--- config.mk ---
export PLATFORM = sky130hd
export DESIGN_NAME = line_window_sequencer_flat
export DESIGN_NICKNAME = d
export VERILOG_FILES = /design/src/rtl/line_window_sequencer_pkg.sv /design/src/rtl/line_window_sequencer_if.sv /design/src/rtl/line_window_sequencer_pixel_position_counter.sv /design/src/rtl/line_window_sequencer.sv /design/src/flat_wrapper.sv
export SDC_FILE = /design/constraint.sdc
export NUM_CORES = 1
export LEC_CHECK = 0
export ABC_AREA = 1
export ABC_CLOCK_PERIOD_IN_PS = 2900
export CAP_MARGIN = 5
export CORE_MARGIN = 4
export CORE_UTILIZATION = 58
export CTS_BUF_LIST = sky130_fd_sc_hd__clkbuf_8
export DETAILED_ROUTE_END_ITERATION = 16
export PLACE_DENSITY = 0.88
export SLEW_MARGIN = 20
export SYNTH_ARGS = -nofsm -noshare
export SYNTH_HDL_FRONTEND = slang
export SYNTH_SLANG_ARGS = --single-unit
--- constraint.sdc ---
create_clock -name clk -period 2.9 [get_ports clk]
set_clock_uncertainty 0.1 [all_clocks]
set_input_delay 0.29 -clock clk [delete_from_list [all_inputs] [get_ports clk]]
set_output_delay 0.29 -clock clk [all_outputs]
set_load 0.005 [all_outputs]
--- src/rtl/line_window_sequencer_pkg.sv ---
// ---------------------------------------------------------------------------
// line_window_sequencer_pkg
//   Shared definitions for the preparation stage.
//   - FSM state encodings (IDLE/FILL/RUN/DONE)
//   - Default frame geometry and window size. The line buffers and the
//     window/filter stages use the same defaults.
// ---------------------------------------------------------------------------
package line_window_sequencer_pkg;

  typedef enum logic [1:0] {
    IDLE = 2'd0,
    FILL = 2'd1,
    RUN  = 2'd2,
    DONE = 2'd3
  } state_t;

  localparam int DEF_WIDTH  = 17;
  localparam int DEF_HEIGHT = 17;
  localparam int DEF_KSIZE  = 3;
  localparam int DEF_CNT_W  = 10;

endpackage

--- src/rtl/line_window_sequencer_if.sv ---
// ---------------------------------------------------------------------------
// line_window_sequencer_if
//   Bundles the frame-control handshake and the line-buffer control outputs
//   of the sequencer.
//   master : upstream / frame controller side (drives start_i, done_i)
//   slave  : the sequencer itself
//   Signals:
//     start_i         frame start pulse
//     done_i          pixel valid strobe, one pixel per high cycle
//     lb_wr_en        per-buffer write enable, KSIZE-1 bits
//     lb_rd_en        per-buffer read enable, KSIZE-1 bits
//     col_o / row_o   position of the next pixel to be accepted
//     window_valid_o  a full KSIZE x KSIZE window is available
//     busy_o          frame in progress
//     frame_done_o    one-cycle end-of-frame pulse
// ---------------------------------------------------------------------------
interface line_window_sequencer_if
  import line_window_sequencer_pkg::*;
#(
  parameter int KSIZE = DEF_KSIZE,
  parameter int CNT_W = DEF_CNT_W
);

  logic             start_i;
  logic             done_i;
  logic [KSIZE-2:0] lb_wr_en;
  logic [KSIZE-2:0] lb_rd_en;
  logic [CNT_W-1:0] col_o;
  logic [CNT_W-1:0] row_o;
  logic             window_valid_o;
  logic             busy_o;
  logic             frame_done_o;

  modport master (
    output start_i, done_i,
    input  lb_wr_en, lb_rd_en, col_o, row_o, window_valid_o, busy_o, frame_done_o
  );

  modport slave (
    input  start_i, done_i,
    output lb_wr_en, lb_rd_en, col_o, row_o, window_valid_o, busy_o, frame_done_o
  );

endinterface

--- src/rtl/line_window_sequencer_pixel_position_counter.sv ---
// ---------------------------------------------------------------------------
// line_window_sequencer_pixel_position_counter
//   Row/column position of the next pixel to be accepted.
//   Ports:
//     clk       clock, rising edge
//     rst       asynchronous active-low reset
//     clr       synchronous clear to (0,0); takes priority over inc
//     inc       advance one pixel; wraps the column at WIDTH-1 and bumps the row
//     col, row  current position
//     last_col  col == WIDTH-1
//     last_pix  position is (HEIGHT-1, WIDTH-1)
// ---------------------------------------------------------------------------
module line_window_sequencer_pixel_position_counter #(
  parameter int WIDTH  = 17,
  parameter int HEIGHT = 17,
  parameter int CNT_W  = 10
) (
  input  logic             clk,
  input  logic             rst,
  input  logic             clr,
  input  logic             inc,
  output logic [CNT_W-1:0] col,
  output logic [CNT_W-1:0] row,
  output logic             last_col,
  output logic             last_pix
);

  logic [CNT_W-1:0] col_reg;
  logic [CNT_W-1:0] row_reg;
  logic             last_row;

  assign last_col = (col_reg == CNT_W'(WIDTH - 1));
  assign last_row = (row_reg == CNT_W'(HEIGHT - 1));
  assign last_pix = last_col & last_row;

  always_ff @(posedge clk or negedge rst) begin
    if (!rst) begin
      col_reg <= '0;
      row_reg <= '0;
    end else if (clr) begin
      col_reg <= '0;
      row_reg <= '0;
    end else if (inc) begin
      if (last_col) begin
        col_reg <= '0;
        // The row saturates so that a missing clear can never push it
        // beyond the frame.
        if (!last_row) begin
          row_reg <= row_reg + 1'b1;
        end
      end else begin
        col_reg <= col_reg + 1'b1;
      end
    end
  end

  assign col = col_reg;
  assign row = row_reg;

endmodule

--- src/rtl/line_window_sequencer.sv ---
// ---------------------------------------------------------------------------
// line_window_sequencer
//   Frame-level sequencer for the preparation stage. Drives a chain of
//   KSIZE-1 line buffers (buffer 0 takes raw pixels, buffer k takes the
//   output of buffer k-1), tracks the position of every accepted pixel and
//   flags when a complete KSIZE x KSIZE window is available downstream.
//   Ports:
//     clk   clock, rising edge
//     rst   asynchronous active-low reset
//     bus   line_window_sequencer_if.slave (start/strobe in, enables and
//           status out)
// ---------------------------------------------------------------------------
module line_window_sequencer
  import line_window_sequencer_pkg::*;
#(
  parameter int WIDTH  = DEF_WIDTH,
  parameter int HEIGHT = DEF_HEIGHT,
  parameter int KSIZE  = DEF_KSIZE,
  parameter int CNT_W  = DEF_CNT_W
) (
  input  logic                    clk,
  input  logic                    rst,
  line_window_sequencer_if.slave  bus
);

  state_t           state_reg;
  logic             busy_reg;
  logic             frame_done_reg;
  logic             window_valid_reg;

  logic             accept;
  logic             primed;
  logic             window_hit;
  logic [CNT_W-1:0] col;
  logic [CNT_W-1:0] row;
  logic             last_col;
  logic             last_pix;

  // Pixels are only taken while a frame is in flight.
  assign accept = bus.done_i & ((state_reg == FILL) | (state_reg == RUN));

  line_window_sequencer_pixel_position_counter #(
    .WIDTH  (WIDTH),
    .HEIGHT (HEIGHT),
    .CNT_W  (CNT_W)
  ) u_pos (
    .clk      (clk),
    .rst      (rst),
    .clr      (accept & last_pix),
    .inc      (accept),
    .col      (col),
    .row      (row),
    .last_col (last_col),
    .last_pix (last_pix)
  );

  // Buffer k starts writing once row k is reached (its input, buffer k-1,
  // holds a full line), and starts reading once it holds a full line itself.
  for (genvar gi = 0; gi < KSIZE - 1; gi++) begin : g_lb_en
    if (gi == 0) begin : g_first
      assign bus.lb_wr_en[gi] = accept;
    end else begin : g_chain
      assign bus.lb_wr_en[gi] = accept & (row >= CNT_W'(gi));
    end
    assign bus.lb_rd_en[gi] = accept & (row >= CNT_W'(gi + 1));
  end

  // All buffers are primed once the last pixel of row KSIZE-2 goes in.
  assign primed     = accept & last_col & (row == CNT_W'(KSIZE - 2));
  assign window_hit = accept & (row >= CNT_W'(KSIZE - 1)) & (col >= CNT_W'(KSIZE - 1));

  always_ff @(posedge clk or negedge rst) begin
    if (!rst) begin
      state_reg      <= IDLE;
      busy_reg       <= 1'b0;
      frame_done_reg <= 1'b0;
    end else begin
      case (state_reg)
        IDLE: begin
          if (bus.start_i) begin
            state_reg <= FILL;
            busy_reg  <= 1'b1;
          end
        end
        FILL: begin
          if (primed) begin
            state_reg <= RUN;
          end
        end
        RUN: begin
          if (accept & last_pix) begin
            state_reg      <= DONE;
            busy_reg       <= 1'b0;
            frame_done_reg <= 1'b1;
          end
        end
        DONE: begin
          // start_i is deliberately not looked at here.
          state_reg      <= IDLE;
          frame_done_reg <= 1'b0;
        end
        default: begin
          state_reg      <= IDLE;
          busy_reg       <= 1'b0;
          frame_done_reg <= 1'b0;
        end
      endcase
    end
  end

  always_ff @(posedge clk or negedge rst) begin
    if (!rst) begin
      window_valid_reg <= 1'b0;
    end else begin
      window_valid_reg <= window_hit;
    end
  end

  assign bus.col_o          = col;
  assign bus.row_o          = row;
  assign bus.busy_o         = busy_reg;
  assign bus.frame_done_o   = frame_done_reg;
  assign bus.window_valid_o = window_valid_reg;

endmodule
--- src/flat_wrapper.sv ---
// flat-port wrapper written by rule: the top's interface ports become plain ports
module line_window_sequencer_flat import line_window_sequencer_pkg::*;
#(
  parameter int WIDTH  = DEF_WIDTH,
  parameter int HEIGHT = DEF_HEIGHT,
  parameter int KSIZE  = DEF_KSIZE,
  parameter int CNT_W  = DEF_CNT_W
)
  (clk, rst, bus_start_i, bus_done_i, bus_lb_wr_en, bus_lb_rd_en, bus_col_o, bus_row_o, bus_window_valid_o, bus_busy_o, bus_frame_done_o);
  line_window_sequencer_if #(.KSIZE(KSIZE), .CNT_W(CNT_W)) bus_i ();
  input  logic clk;
  input  logic rst;
  input wire logic [$bits(bus_i.start_i)-1:0] bus_start_i;
  input wire logic [$bits(bus_i.done_i)-1:0] bus_done_i;
  output wire logic [$bits(bus_i.lb_wr_en)-1:0] bus_lb_wr_en;
  output wire logic [$bits(bus_i.lb_rd_en)-1:0] bus_lb_rd_en;
  output wire logic [$bits(bus_i.col_o)-1:0] bus_col_o;
  output wire logic [$bits(bus_i.row_o)-1:0] bus_row_o;
  output wire logic [$bits(bus_i.window_valid_o)-1:0] bus_window_valid_o;
  output wire logic [$bits(bus_i.busy_o)-1:0] bus_busy_o;
  output wire logic [$bits(bus_i.frame_done_o)-1:0] bus_frame_done_o;
  assign bus_i.start_i = bus_start_i;
  assign bus_i.done_i = bus_done_i;
  assign bus_lb_wr_en = bus_i.lb_wr_en;
  assign bus_lb_rd_en = bus_i.lb_rd_en;
  assign bus_col_o = bus_i.col_o;
  assign bus_row_o = bus_i.row_o;
  assign bus_window_valid_o = bus_i.window_valid_o;
  assign bus_busy_o = bus_i.busy_o;
  assign bus_frame_done_o = bus_i.frame_done_o;
  line_window_sequencer #(.WIDTH(WIDTH), .HEIGHT(HEIGHT), .KSIZE(KSIZE), .CNT_W(CNT_W)) u_core (.clk(clk), .rst(rst), .bus(bus_i));
endmodule
==> results of run 1 <==
==> critical path: stages (launching register included) <==
cell,delay [ns]
dfrtp_1,0.42
inv_1,0.08
ha_1,0.36
nand2_4,0.12
a31oi_1,0.26
clkdlybuf4s50_1,0.57
==> area by class of cell <==
| type | count | area share, % |
|---|---|---|
| clock buffers | 3 | 2.061 |
| clock inverters | 1 | 0.2498 |
| inverters | 34 | 6.621 |
| multi-input cells | 134 | 42.60 |
| flip-flops and latches | 25 | 31.23 |
| well taps | 30 | 1.874 |
| repair buffers | 31 | 15.37 |
==> path summary, 6_finish.rpt <==
path | slack [ns] | to | start | depth (start not counted)
worst max-delay path | 0.43 | bus_lb_rd_en[0] | u_core.state_reg[1] | 5
worst min-delay path | 0.27 | u_core.u_pos.row[7] | rst | 2
worst max register to register | 0.98 | u_core.u_pos.col[8] | u_core.state_reg[1] | 9
worst min register to register | 0.39 | u_core.bus.busy_o | u_core.bus.busy_o | 2
max in group asynchronous | 2.18 | u_core.bus.busy_o | rst | 2
min in group clk | 0.39 | u_core.bus.busy_o | u_core.bus.busy_o | 2
==> logic make-up (layout without fill, tap and decap cells) <==
kind of cell / Yosys count / count (layout) / synth area share [%]
AND/OR/NAND/NOR: 96 / 96 / 31.44
buffers and inverters: 37 / 69 / 9.355
flip-flops: 25 / 25 / 38.34
AO/OA/AOI/OAI: 15 / 15 / 5.982
XOR/XNOR: 12 / 12 / 6.442
adder cells (fa/ha/maj): 11 / 11 / 8.435
==> per-stage QoR <==
stage / utilization (%) / cells / worst slack [ns] / cell area [um2]
2_1_floorplan: - / 196 / 1.238 / 1632
3_3_place_gp: 75.56 / 254 / 0.8341 / 1957
3_5_place_dp: 75.56 / 254 / 0.7079 / 1957
4_1_cts: 77.34 / 258 / 0.4084 / 2003
5_1_grt: 77.34 / 258 / 0.3079 / 2003
6_report: 77.34 / 258 / 0.4312 / 2003
==> cells in the final DEF (no fill, tap or decap), drive strengths merged, types with 2 or more instances in the layout <==
cell and count:
nand2 38, inv 34, clkdlybuf4s50 30, dfrtp 25, nor2 22, nand3 16, ha 11, xor2 10
nor3 10, o21ai 8, nand4 5, a21oi 4, clkbuf 3, xnor2 2, nor4 2
==> layer usage <==
layer  vias to the layer above  share of wire, %  global-route usage [%]
met1                       669                41                   26.46
met5                         -                 0                       0
li1                        687                 -                       -
met3                        13               4.8                   3.564
met4                         0               3.1                   12.07
met2                        49                51                   39.58
==> power groups by stage <==
stage / clock network [W] / logic [W] / registers (W)
floorplan: 0 / 0.000415 / 0.000514
global placement: 0 / 0.000647 / 0.000526
detailed placement: 0 / 0.000678 / 0.000533
CTS: 0.000212 / 0.000691 / 0.000526
global route: 0.000229 / 0.000762 / 0.000543
finish: 0.000212 / 0.000683 / 0.000530
==> results.toml, run 1 <==
[critical_path]
required_ns = 2.51
crit_fanout = 7
critPathCaptureType = "output pin"
arrival_ns = 2.08
crit_type = "reg2out"
cp-start-kind = "register"

[detailed_routing]
drt-pass1-iter-count = 4
totalWireLength_mm = 3.729
antenna_left = 0
viasPerCell = 5.496
drt_iter0_drc = 59
dr_total_vias = 1418
wl_per_cell_um = 14.45
drc = 0

[die]
row_count = 18
chipHeight_um = 61.04
core_um2 = 2590
die_w_um = 61.04
io_pins = 31
start_util_pct = 63.00
die-area_um2 = 3726

[clock_tree]
cts_buffer_depth = 2
postCtsSetupRepairBufs = 0
clk_latency_ns = 0.28
cts-resized-gates = 0
cts_tree = "built"
path_clk_slew_ns = 0.09
clkSinkCount = 25
cts-root-buf = "clkbuf_8"
htree_levels = 1
ctsHoldBuffers = 0
cts_buffers = 3

[pwr]
power.share.clock_pct = 14.9
p_int_w = 0.0008457
switching_power_w = 0.0005798
powerDensity_nw_per_um2 = 711.6
p_total_w = 0.001426
p_leak_nw = 0.9534
power_frac_seq_pct = 37.2
ir_drop_mv = 0.6941
swShare_pct = 40.67
combPwrFrac_pct = 47.9

[run]
maxCapViolations = 0

[sta]
rsz0062_at_grt = "false"
worst_slew_pin_slew_ns = 0.3266
min_period_ns = 2.469
period_share_pct = 85.13
hold_viol_final = 0
maxSlewHeadroom_pct = 78.23
setup_viol = 0
maxSlewViolCount = 0
max_freq_ghz = 0.4051
fin_hold_ws_ns = 0.2658
fin_tns_setup_ns = 0

[synthesis]
synth.most_common_cell = "nand2_1"
avgSynthCellArea_um2 = 8.324
syn_area_um2 = 1632
synth_edf_count = 0
yosysUniqueCellTypes = 35
async_flop_share_pct = 100.0
yosys_register_bits = 25
yosysSeqAreaShare_pct = 38.34
synth_common_cells = "34 x nand2_1, 25 x dfrtp_1, 24 x inv_1"
yosys-top-cells-area = "dfrtp_1 38%, ha_1 8.4%, nand2_1 7.8%, inv_1 5.5%, xor2_1 5.4%"
synthesis.nets = 211
synth.yosys.warnings = 0
synth_top_flop_cell = "dfrtp_1"
netlist.area_leader.share_pct = 38.34
synth_largest_area_cell = "dfrtp_1"
synthCells = 196

[global_routing]
grt-ovfl-total = 0
grt_max_degree = 26
grt_pass1_vias = 1437
grt_pass1_wl_mm = 6.258
antenna_found_initial = 0
grt_usage_pct = 22.64

[placement]
hpwl_mm = 2.890
port_buffers = 30
gp_congestion = 0.8237

[final_layout]
drive_gt1_share_pct = 16.23
multi_input_area_um2 = 853.3
syn_to_final_growth_pct = 22.78
fin_nets = 244
diodes = 0
seq_area_um2 = 625.6
nFillCells = 192

[hold_path]
hp-class = "in2async"

[outcome]
status = "finished, final reports clean"
No activity file was read; power rests on OpenSTA's default activity.
==> inputs of run 2 (changes only) <==
- CTS_CLUSTER_SIZE: not set -> 30
==> results of run 2 <==
Final layout, timing and power as in run 1 (identical DEF).
